==> src/rtl/servo_pwm_gen.sv <==
// Double-buffered servo PWM generator; set-points take effect only at a period wrap.
// pwm_out is a registered compare, one clk behind the counter; there is no backpressure.
module servo_pwm_gen #(
   parameter int TICK_DIV = 100
) (
   input  logic        clk,
   input  logic        rst,
   input  logic        en,
   input  logic        load,
   input  logic [11:0] dutty,
   input  logic [19:0] period,
   output logic        pwm_out,
   output logic        period_done,
   output logic        update_ack,
   output logic        pending,
   output logic [7:0]  cycle_cnt
);

   localparam int PW = (TICK_DIV > 1) ? $clog2(TICK_DIV) : 1;
   localparam logic [PW-1:0] PRE_MAX = PW'(TICK_DIV - 1);

   typedef enum logic {IDLE, RUN} state_t;

   state_t        state;
   logic [11:0]   p_duty, a_duty;
   logic [19:0]   p_per, a_per;
   logic [PW-1:0] pre;
   logic [19:0]   cnt;
   logic          tick, wrap, keep_run, do_apply;

   always_comb begin
      tick     = (pre == PRE_MAX);
      wrap     = tick && (cnt == a_per - 20'd1);
      keep_run = en && (a_per != 20'd0);
      // IDLE applies whenever something is pending; RUN only on a real wrap.
      do_apply = pending && ((state == IDLE) || (keep_run && wrap));
   end

   always_ff @(posedge clk) begin
      if (rst) begin
         state       <= IDLE;
         p_duty      <= '0;
         p_per       <= '0;
         a_duty      <= '0;
         a_per       <= '0;
         pre         <= '0;
         cnt         <= '0;
         pwm_out     <= 1'b0;
         period_done <= 1'b0;
         update_ack  <= 1'b0;
         pending     <= 1'b0;
         cycle_cnt   <= '0;
      end else begin
         period_done <= 1'b0;
         update_ack  <= 1'b0;
         pwm_out     <= (state == RUN) && (cnt < {8'd0, a_duty});

         if (do_apply) begin
            a_duty     <= p_duty;
            a_per      <= p_per;
            update_ack <= 1'b1;
            pending    <= 1'b0;
         end
         // A capture in the apply clk stays pending: the apply above used the old pair.
         if (load) begin
            p_duty  <= dutty;
            p_per   <= period;
            pending <= 1'b1;
         end

         case (state)
            IDLE: begin
               pre <= '0;
               cnt <= '0;
               if (keep_run) state <= RUN;
            end
            RUN: begin
               if (!keep_run) begin
                  state <= IDLE;
                  pre   <= '0;
                  cnt   <= '0;
               end else if (tick) begin
                  pre <= '0;
                  if (wrap) begin
                     cnt         <= '0;
                     period_done <= 1'b1;
                     cycle_cnt   <= cycle_cnt + 8'd1;
                  end else begin
                     cnt <= cnt + 20'd1;
                  end
               end else begin
                  pre <= pre + PW'(1);
               end
            end
            default: state <= IDLE;
         endcase
      end
   end

endmodule
==> config.mk <==
export PLATFORM = sky130hd
export DESIGN_NAME = servo_pwm_gen
export DESIGN_NICKNAME = d
export VERILOG_FILES = /design/src/rtl/servo_pwm_gen.sv
export SDC_FILE = /design/constraint.sdc
export NUM_CORES = 1
export LEC_CHECK = 0
export CAP_MARGIN = 20
export CORE_ASPECT_RATIO = 1.5
export CORE_MARGIN = 2
export CORE_UTILIZATION = 50
export CTS_CLUSTER_DIAMETER = 200
export DETAILED_ROUTE_END_ITERATION = 8
export PLACE_DENSITY_LB_ADDON = 0.3
export SETUP_SLACK_MARGIN = 0.5
export SLEW_MARGIN = 25
export SYNTH_ARGS = -nofsm -noshare
export SYNTH_HDL_FRONTEND = slang
export SYNTH_SLANG_ARGS = --single-unit
==> constraint.sdc <==
create_clock -name clk -period 4.7 [get_ports clk]
set_clock_uncertainty 0.05 [all_clocks]
set_input_delay 0.47 -clock clk [delete_from_list [all_inputs] [get_ports clk]]
set_output_delay 0.47 -clock clk [all_outputs]
set_load 0.005 [all_outputs]
; Word-level counts from Yosys, hierarchy flattened
; Index checks and enable logic that the tools add are counted.
[classes]
n_reduce_logical = 10
n_eq_ne = 3
bitwise = 3
addsub = 4
order_cmp = 1
mux = 12
[op_table]
columns = operator, n
row1 = $mux W20, 3
row2 = $pmux W20 S2, 1
row3 = $add A20 B1 Y20 const B, 1
row4 = $eq A20 B20 Y1, 1
row5 = $lt A20 B12 Y1, 1
row6 = $reduce_bool A20 Y1, 1
row7 = $sub A20 B1 Y20 const B, 1
row8 = $mux W7, 2
row9 = $pmux W7 S2, 1
row10 = $add A8 B1 Y8 const B, 1
row11 = $add A7 B1 Y7 const B, 1
row12 = $eq A7 B7 Y1 const B, 1
row13 = $logic_and A1 B1 Y1, 5
row14 = $mux W1, 5
row15 = $reduce_and A4 Y1, 1
row16 = $reduce_or A4 Y1, 1
row17 = $ne A3 B3 Y1 const B, 1
row18 = $not A1 Y1, 3
row19 = $reduce_bool A2 Y1, 1
row20 = $logic_or A1 B1 Y1, 1
[totals]
reg_bits = 104

; Logic depth before layout (Yosys ltp)
; Gate-level depths: netlist of run 1.
[logic_depth]
depth_word = 8
mapped_depth = 14
depth_no_buf = 11

; Worst setup path after synthesis of run 1
; No wires, ideal clock.
[synth_timing]
path_kind = reg2reg
start = register a_per[0]
end = register cycle_cnt[7]
path_buffers = 2
setup_time_ps = 59
t_required_ps = 4591
path_slack_ps = 877
synth_period_minus_slack_ps = 3823
path_stages_with_launch = 14
t_arrival_ps = 3713
path_cell_list = dfxtp_1 -> inv_1 -> ha_1 -> or4b_4 -> buf_6 -> or3_4 -> or4_4 -> nand2_1 -> o21ai_1 -> or4_1 -> or3_1 -> buf_2 -> or4_1 -> nand2_1
[synth_between]
elab_chain_cells = 4
word_cells_on_any_way = 6
cone_classes = 1 x add/sub / 1 x eq/ne / 4 x reduce/logical
[synth_rtl]
columns = element, line_no
row1 = start: declaration, 26  ; logic [19:0] p_per, a_per;
row2 = start signal: assignment, 60  ; a_per <= p_per;
row3 = $sub A20 B1 Y20, 33  ; wrap = tick && (cnt == a_per - 20'd1);
row4 = $eq A20 B20 Y1, 33
row5 = $logic_and A1 B1 Y1, 33
row6 = $reduce_and A4 Y1 (no source line) *, n/a
row7 = end signal: assignment, 87  ; cycle_cnt <= cycle_cnt + 8'd1;
row8 = end: declaration, 16  ; output logic [7:0] cycle_cnt
; Every way passes the cells marked *; elsewhere a longest branch is shown, timed or not.
; A chain may end at the register's enable or synchronous reset.

; Final worst setup path of run 1
[layout_timing]
start = register a_per[0]
end = register cycle_cnt[6]
; The elaborated chain is that of the path after synthesis.

==> results by group, run 1 <==
Cells and area
  – Final Core Density: 59.3%
  – Register Area: 0.00208 sq mm
  – Inserted Diodes: 0
  – Multi-input gate area: 0.00289 sq mm
  – Share of cells above drive strength 1: between 5 and 6%
  – P&R area growth vs syn: 15.4%
  – Commonest cells after routing, fill and taps aside: 104 x dfxtp_1, 98 x nor2_1, 67 x mux2i_1
  – Commonest non-fill, non-tap cell in the layout: dfxtp_1
  – Fillcell total: between 800 and 900
  – Layout Nets: between 600 and 700

Floorplan
  – Die W: 87.1 microns
  – Initial Utilization: between 50% and 60%
  – Cell Rows: between 40 and 50
  – Die Ht: 129 microns
  – # IOs: 48
  – Floorplan Core Area: ~0.01 sq mm
  – Die area: 0.0112 sq mm

Job
  – Max cap viols: 0

Synthesis
  – Async set-reset flop share out of synthesis: 0%
  – Post-synth EDFFs: 0
  – Largest cells by area after synthesis: dfxtp_1 40%, mux2i_1 13%, nor2_1 7.1%, xor2_1 3.9%, ha_1 3.6%
  – Seq/Total Area, Yosys: 40.2%
  – Top-area cell type share of the netlist area: roughly 40%
  – Top cell type by total area after synthesis: dfxtp_1
  – Synth Cell Area: 0.00517 sq mm
  – Ys Warns: 0
  – Syn_nets: about 630
  – Synth Instances: 582
  – Syn Area/Cell: ~8.9 sq um
  – Synthesis-stage register bit count: 104
  – Yosys cell types: between 50 and 60
  – Top_reg_cell synth: dfxtp_1

Timing
  – Slew headroom: 32.8%
  – Setup violators final: 0
  – Period utilization: 85.5%
  – Minimum clock period: around 4.0 ns
  – TNS Setup: 0 ns
  – Fmax: 0.249 GHz
  – Max-slew violations: 0
  – Unrepaired setup endpoints after global routing: yes
  – Final hold violations: 0
  – Worst-Margin Slew: 1.01 ns

CTS
  – H-tree depth: 3
  – Clock Sink Count: roughly 100
  – TritonCTS clock tree: built
  – CTS Buffer Depth: 2
  – CTS clk-pin slew, worst paths: around 0.070 ns
  – Hold Buf Count CTS: 0
  – Worst-Skew Late Latency: 0.34 ns
  – Root buffer cell: clkbuf_16
  – Num CTS Buffers: 9

GRT
  – Initial antenna violation count: 0
  – Largest net degree at the start of global routing: just over 80
  – First-pass GRT wire length: 19200 microns
  – Total GRT Usage: 21.6%
  – Vias in the first global route: 4057
  – Overflow after GRT: 0

Place
  – Routability cong.: 0.858
  – Port Buffers: 47
  – HPWL after DPL: 8370 microns

Status
  – Status: complete, no violations

Detailed routing
  – WL per Instance: 15.8 microns
  – DRC Markers: 0
  – Via-per-instance ratio: 5.76
  – Post-DRT Antenna Nets: 0
  – Drt pass-1 iters: 4
  – Vias post-DR: 4220
  – Final WL: around 12000 microns
  – Initial DRC Count: 181

Critical path
  – FF-to-FF path depth: 11
  – Flop-to-flop setup slack: 0.68 ns
  – Startpoint types: flop
  – Crit-path slowest cell: or4_1
  – Data required, critical path: 4.94 ns
  – Peak fanout along the critical path: 8
  – Crit. Startpoint: a_per[0]
  – Crit. End Element: flop
  – Crit Path Category: flop to flop
  – CP max stage delay: about 0.56 ns
  – Critical R2R Launch: a_per[0]
  – Reg-to-reg endpoint: cycle_cnt[6]
  – Worst-path cell chain: inv_1, ha_1, or4b_4, or3_4, or4_4, nand2_1, o21ai_1, or4_1, or3_1, or4_1, nand2_1
  – Data arrival time of the critical path: approximately 4.3 ns

Power
  – Peak supply drop: 269 uV
  – Leakage: 2.60 nW
  – Power Dens Cells: 317 mW/mm^2

Hold path
  – Hold Path Sink: pre[0]
  – Worst Hold Class: flop to flop
  – Min-delay src: pre[0]
  – Worst hold stages: 1
==> critical path: cells and delay by family (launching register included) <==
| kind | cells | cell delay, ns |
|---|---|---|
| adders and majority gates | 1 | 0.23 |
| and+or+nand+nor | 8 | 3.18 |
| DFF | 1 | 0.36 |
| buffers and inverters | 1 | 0.07 |
| AOI/OAI and AO/OA | 1 | 0.06 |
==> layout make-up <==
cell class                      count  share of cell area [%]
Tap cell                          117                    2.45
Multi-Input combinational cell    426                    48.4
Clock buffer                       11                    3.90
Timing Repair Buffer               52                    8.34
Clock inverter                      5                   0.942
Inverter                           18                    1.13
Sequential cell                   104                    34.8
==> state kept, by name (all words and copies together), names as in the netlist <==
register / cells
pwm_out: 1
state: 1
pending: 1
a_per: 20
cycle_cnt: 8
p_per: 20
update_ack: 1
cnt: 20
p_duty: 12
period_done: 1
a_duty: 12
pre: 7
==> synthesized netlist by cell type, types with 9 or more instances <==
library cell	instances
xor2_1	23
inv_1	18
a21oi_1	9
mux2i_1	67
nand2_1	29
nand3_1	18
xnor2_1	14
ha_1	15
a22o_1	11
dfxtp_1	104
o21ai_0	22
nor3_1	13
nor2_1	98
clkbuf_1	22
and3_1	11
or3_1	9
==> how the worst max path moves through the flow <==
stage              endpoint  slack, ns  cells after the start
6_report       cycle_cnt[6]       0.68                     11
5_1_grt             cnt[14]       0.50                     11
4_1_cts            a_per[7]       0.60                     11
3_5_place_dp      a_duty[5]       0.62                     11
3_3_place_gp      a_duty[5]       0.70                     11
2_1_floorplan  cycle_cnt[7]       0.88                     13
==> power breakdown <==
group          internal, mW  switching [mW]
registers             0.907          0.0221
clock network         0.414           0.323
logic                 0.114           0.112
==> cells by family after synthesis <==
group,Yosys count,share of synthesized area [%]
flip-flops,104,40.2
XOR/XNOR,37,6.26
AO/OA/AOI/OAI,71,9.28
AND/OR/NAND/NOR,234,23.0
buffers and inverters,52,4.21
adder cells (fa/ha/maj),15,3.63
multiplexers,69,13.4
==> through the flow <==
stage               cell area (sq um)  cells  setup slack [ns]  hold slack (ns)  total power, mW
floorplan                        5170    582             0.877            0.363             1.11
global placement                 5650    714             0.699            0.380             1.17
detailed placement               5650    714             0.615            0.393             1.17
CTS                              5940    730             0.598            0.404             1.90
global route                     5970    733             0.496            0.428             1.97
finish                           5970    733             0.680            0.400             1.89
==> layer usage <==
layer	share of wire, %	track usage (%)	up-vias
met2	51	37.9	100
met5	0	0	-
met3	3.3	3.34	23
met1	43	25.6	2007
li1	-	-	2090
met4	2.8	9.65	0
==> repair_timing <==
| item | in CTS | in global routing |
|---|---|---|
| endpoints found under the setup margin | 0 | 46 |
| setup buffers | 0 | 3 |
| gates resized for setup | 0 | 3 |
Note: power is estimated with default switching activity, not from simulation.
==> run 2: changes to the inputs <==
Settings changed: CORE_MARGIN 2 to default, SLEW_MARGIN 25 to default.
==> run 2 against run 1 <==
Compared with the run above: global-route usage grew 0.87 points; hold slack gained 0.013 ns; sequential power is essentially flat; setup slack gained 0.0015 ns; non-clock buffer count shrank 2; sequential share of layout area shrank 0.051 points; register-to-register slack is essentially flat; critical path depth is the same; clock power shrank 1%; flip-flop and latch count is the same; first-iteration DRC count grew 17%; cell count shrank 0.14%; highest routed layer unchanged.
==> results by group, run 2 (same netlist as run 1, synthesis figures left out) <==
Detailed routing
  – Drt pass-1 iters: 4
  – WL per Instance: 15.5 microns
  – Vias post-DR: 4115
  – Via-per-instance ratio: 5.62
  – DRC Markers: 0
  – Initial DRC Count: between 200 and 250
  – Post-DRT Antenna Nets: 0
  – Final WL: 11300 microns

Timing
  – Final hold violations: 0
  – Worst-Margin Slew: slightly above 1 ns
  – TNS Setup: 0 ns
  – Slew headroom: 32.0%
  – Setup violators final: 0
  – Fmax: 0.249 GHz
  – Minimum clock period: 4.02 ns
  – Unrepaired setup endpoints after global routing: no
  – Max-slew violations: 0
  – Period utilization: 85.5%
  – PnR worst setup slack: about 0.68 ns

Cells and area
  – Inserted Diodes: 0
  – Layout Nets: between 600 and 700
  – Commonest cells after routing, fill and taps aside: 104 x dfxtp_1, 97 x nor2_1, 67 x mux2i_1
  – P&R area growth vs syn: 15.6%
  – Final cell count without fillers: 732
  – Fin area: 0.00598 sq mm
  – Commonest non-fill, non-tap cell in the layout: dfxtp_1
  – Share of cells above drive strength 1: 6.02%
  – Top Registers: a_per (20), cnt (20), p_per (20)

Floorplan
  – Initial Utilization: roughly 51%
  – Die W: roughly 85 microns
  – # IOs: 48
  – Die Ht: around 130 microns
  – Cell Rows: 45
  – Floorplan Core Area: 0.0101 sq mm
  – Die area: 0.0108 sq mm

CTS
  – CTS clk-pin slew, worst paths: 0.07 ns
  – Worst-Skew Late Latency: 0.36 ns
  – H-tree depth: 3
  – CTS Buffer Depth: 2
  – Root buffer cell: clkbuf_16
  – Clock Sink Count: 104
  – Num CTS Buffers: 9
  – TritonCTS clock tree: built
  – Hold Buf Count CTS: 0

Hold path
  – Worst Hold Class: flop to flop

Place
  – DP Area: around 0.0056 sq mm
  – HPWL after DPL: 8240 microns
  – Routability cong.: 0.885
  – DP Cell Count: 714
  – Port Buffers: 47
  – Pre-CTS setup slack: 0.614 ns

Critical path
  – Data required, critical path: 4.90 ns
  – Crit Path Category: flop to flop
  – Peak fanout along the critical path: 8
  – Crit. End Element: flop
  – Startpoint types: flop
  – Data arrival time of the critical path: ~4.2 ns

GRT
  – Initial antenna violation count: 0
  – M3 GR Usage: 2.99%
  – Met2 GRT Util: 38.9%
  – GR peak layer: met2
  – Total GRT Usage: between 20% and 30%
  – Met1 usage: 27.4%
  – First-pass GRT wire length: 19000 microns
  – Vias in the first global route: between 3000 and 4000
  – Overflow after GRT: 0
  – Largest net degree at the start of global routing: just over 80

Power
  – Leakage: about 2.6 nW
  – Peak supply drop: 208 uV
  – Power Dens Cells: 315 mW/mm^2
  – PnR Total Power: 1.88 mW

Status
  – Status: complete, no violations

Job
  – Max cap viols: 0
[run 2: changes by cell type in the layout (fill, tap and decap cells not counted), moves of 2 or more]
cell	change
clkinv_4	+3
buf_4	-2
clkbuf_1	-2
clkinv_2	-2
or3_1	-2
or3_4	+2
[run 2: timing repair]
action                                  in CTS  in global routing
endpoints found under the setup margin       0                 47
setup buffers                                0                  1
resized for setup                            0                  7
[run 2: critical path: stages (launching register included)]
cell	delay, ns
dfxtp_1	0.36
inv_1	0.08
ha_2	0.21
or4b_4	0.53
or3_4	0.37
or4_4	0.50
a2111oi_1	0.47
nand4bb_1	0.21
nor4_4	0.48
or2_4	0.26
o21ai_0	0.10
mux2_2	0.30
[run 2: final cells by class]
type                       count  area [sq um]
fill                         877          4100
multi-input combinational    427          2910
sequential                   104          2080
timing repair buffer          50           483
clock buffer                  10           239
tap                          117           146
inverter                      18          67.6
clock inverter                 6          52.6
[run 2: final timing paths]
path | depth (start not counted) | from | to | slack [ns]
setup / recovery | 11 | a_per[0] | cnt[19] | 0.68
hold / removal | 1 | pre[0] | pre[0] | 0.41
setup reg to reg | 11 | a_per[0] | cnt[19] | 0.68
hold reg to reg | 1 | pre[0] | pre[0] | 0.41
[run 2: metal layers]
metal	vias up	routed length (microns)
met1	1946	4940
met2	63	5860
li1	2088	-
met4	0	283
met3	18	245
met5	-	0
[run 2: power by group]
| group | internal, mW | leakage [nW] | switching (mW) |
|---|---|---|---|
| sequential | 0.907 | 0.846 | 0.0215 |
| clock | 0.380 | 0.137 | 0.346 |
| combinational | 0.114 | 1.61 | 0.113 |
[run 2: metrics by stage]
step                      util (%)  hold WS [ns]
after detailed placement      56.0         0.403
after global placement        56.0         0.381
final                         59.4         0.413
after CTS                     58.9         0.419
after floorplan                  -         0.363
after global routing          59.4         0.435
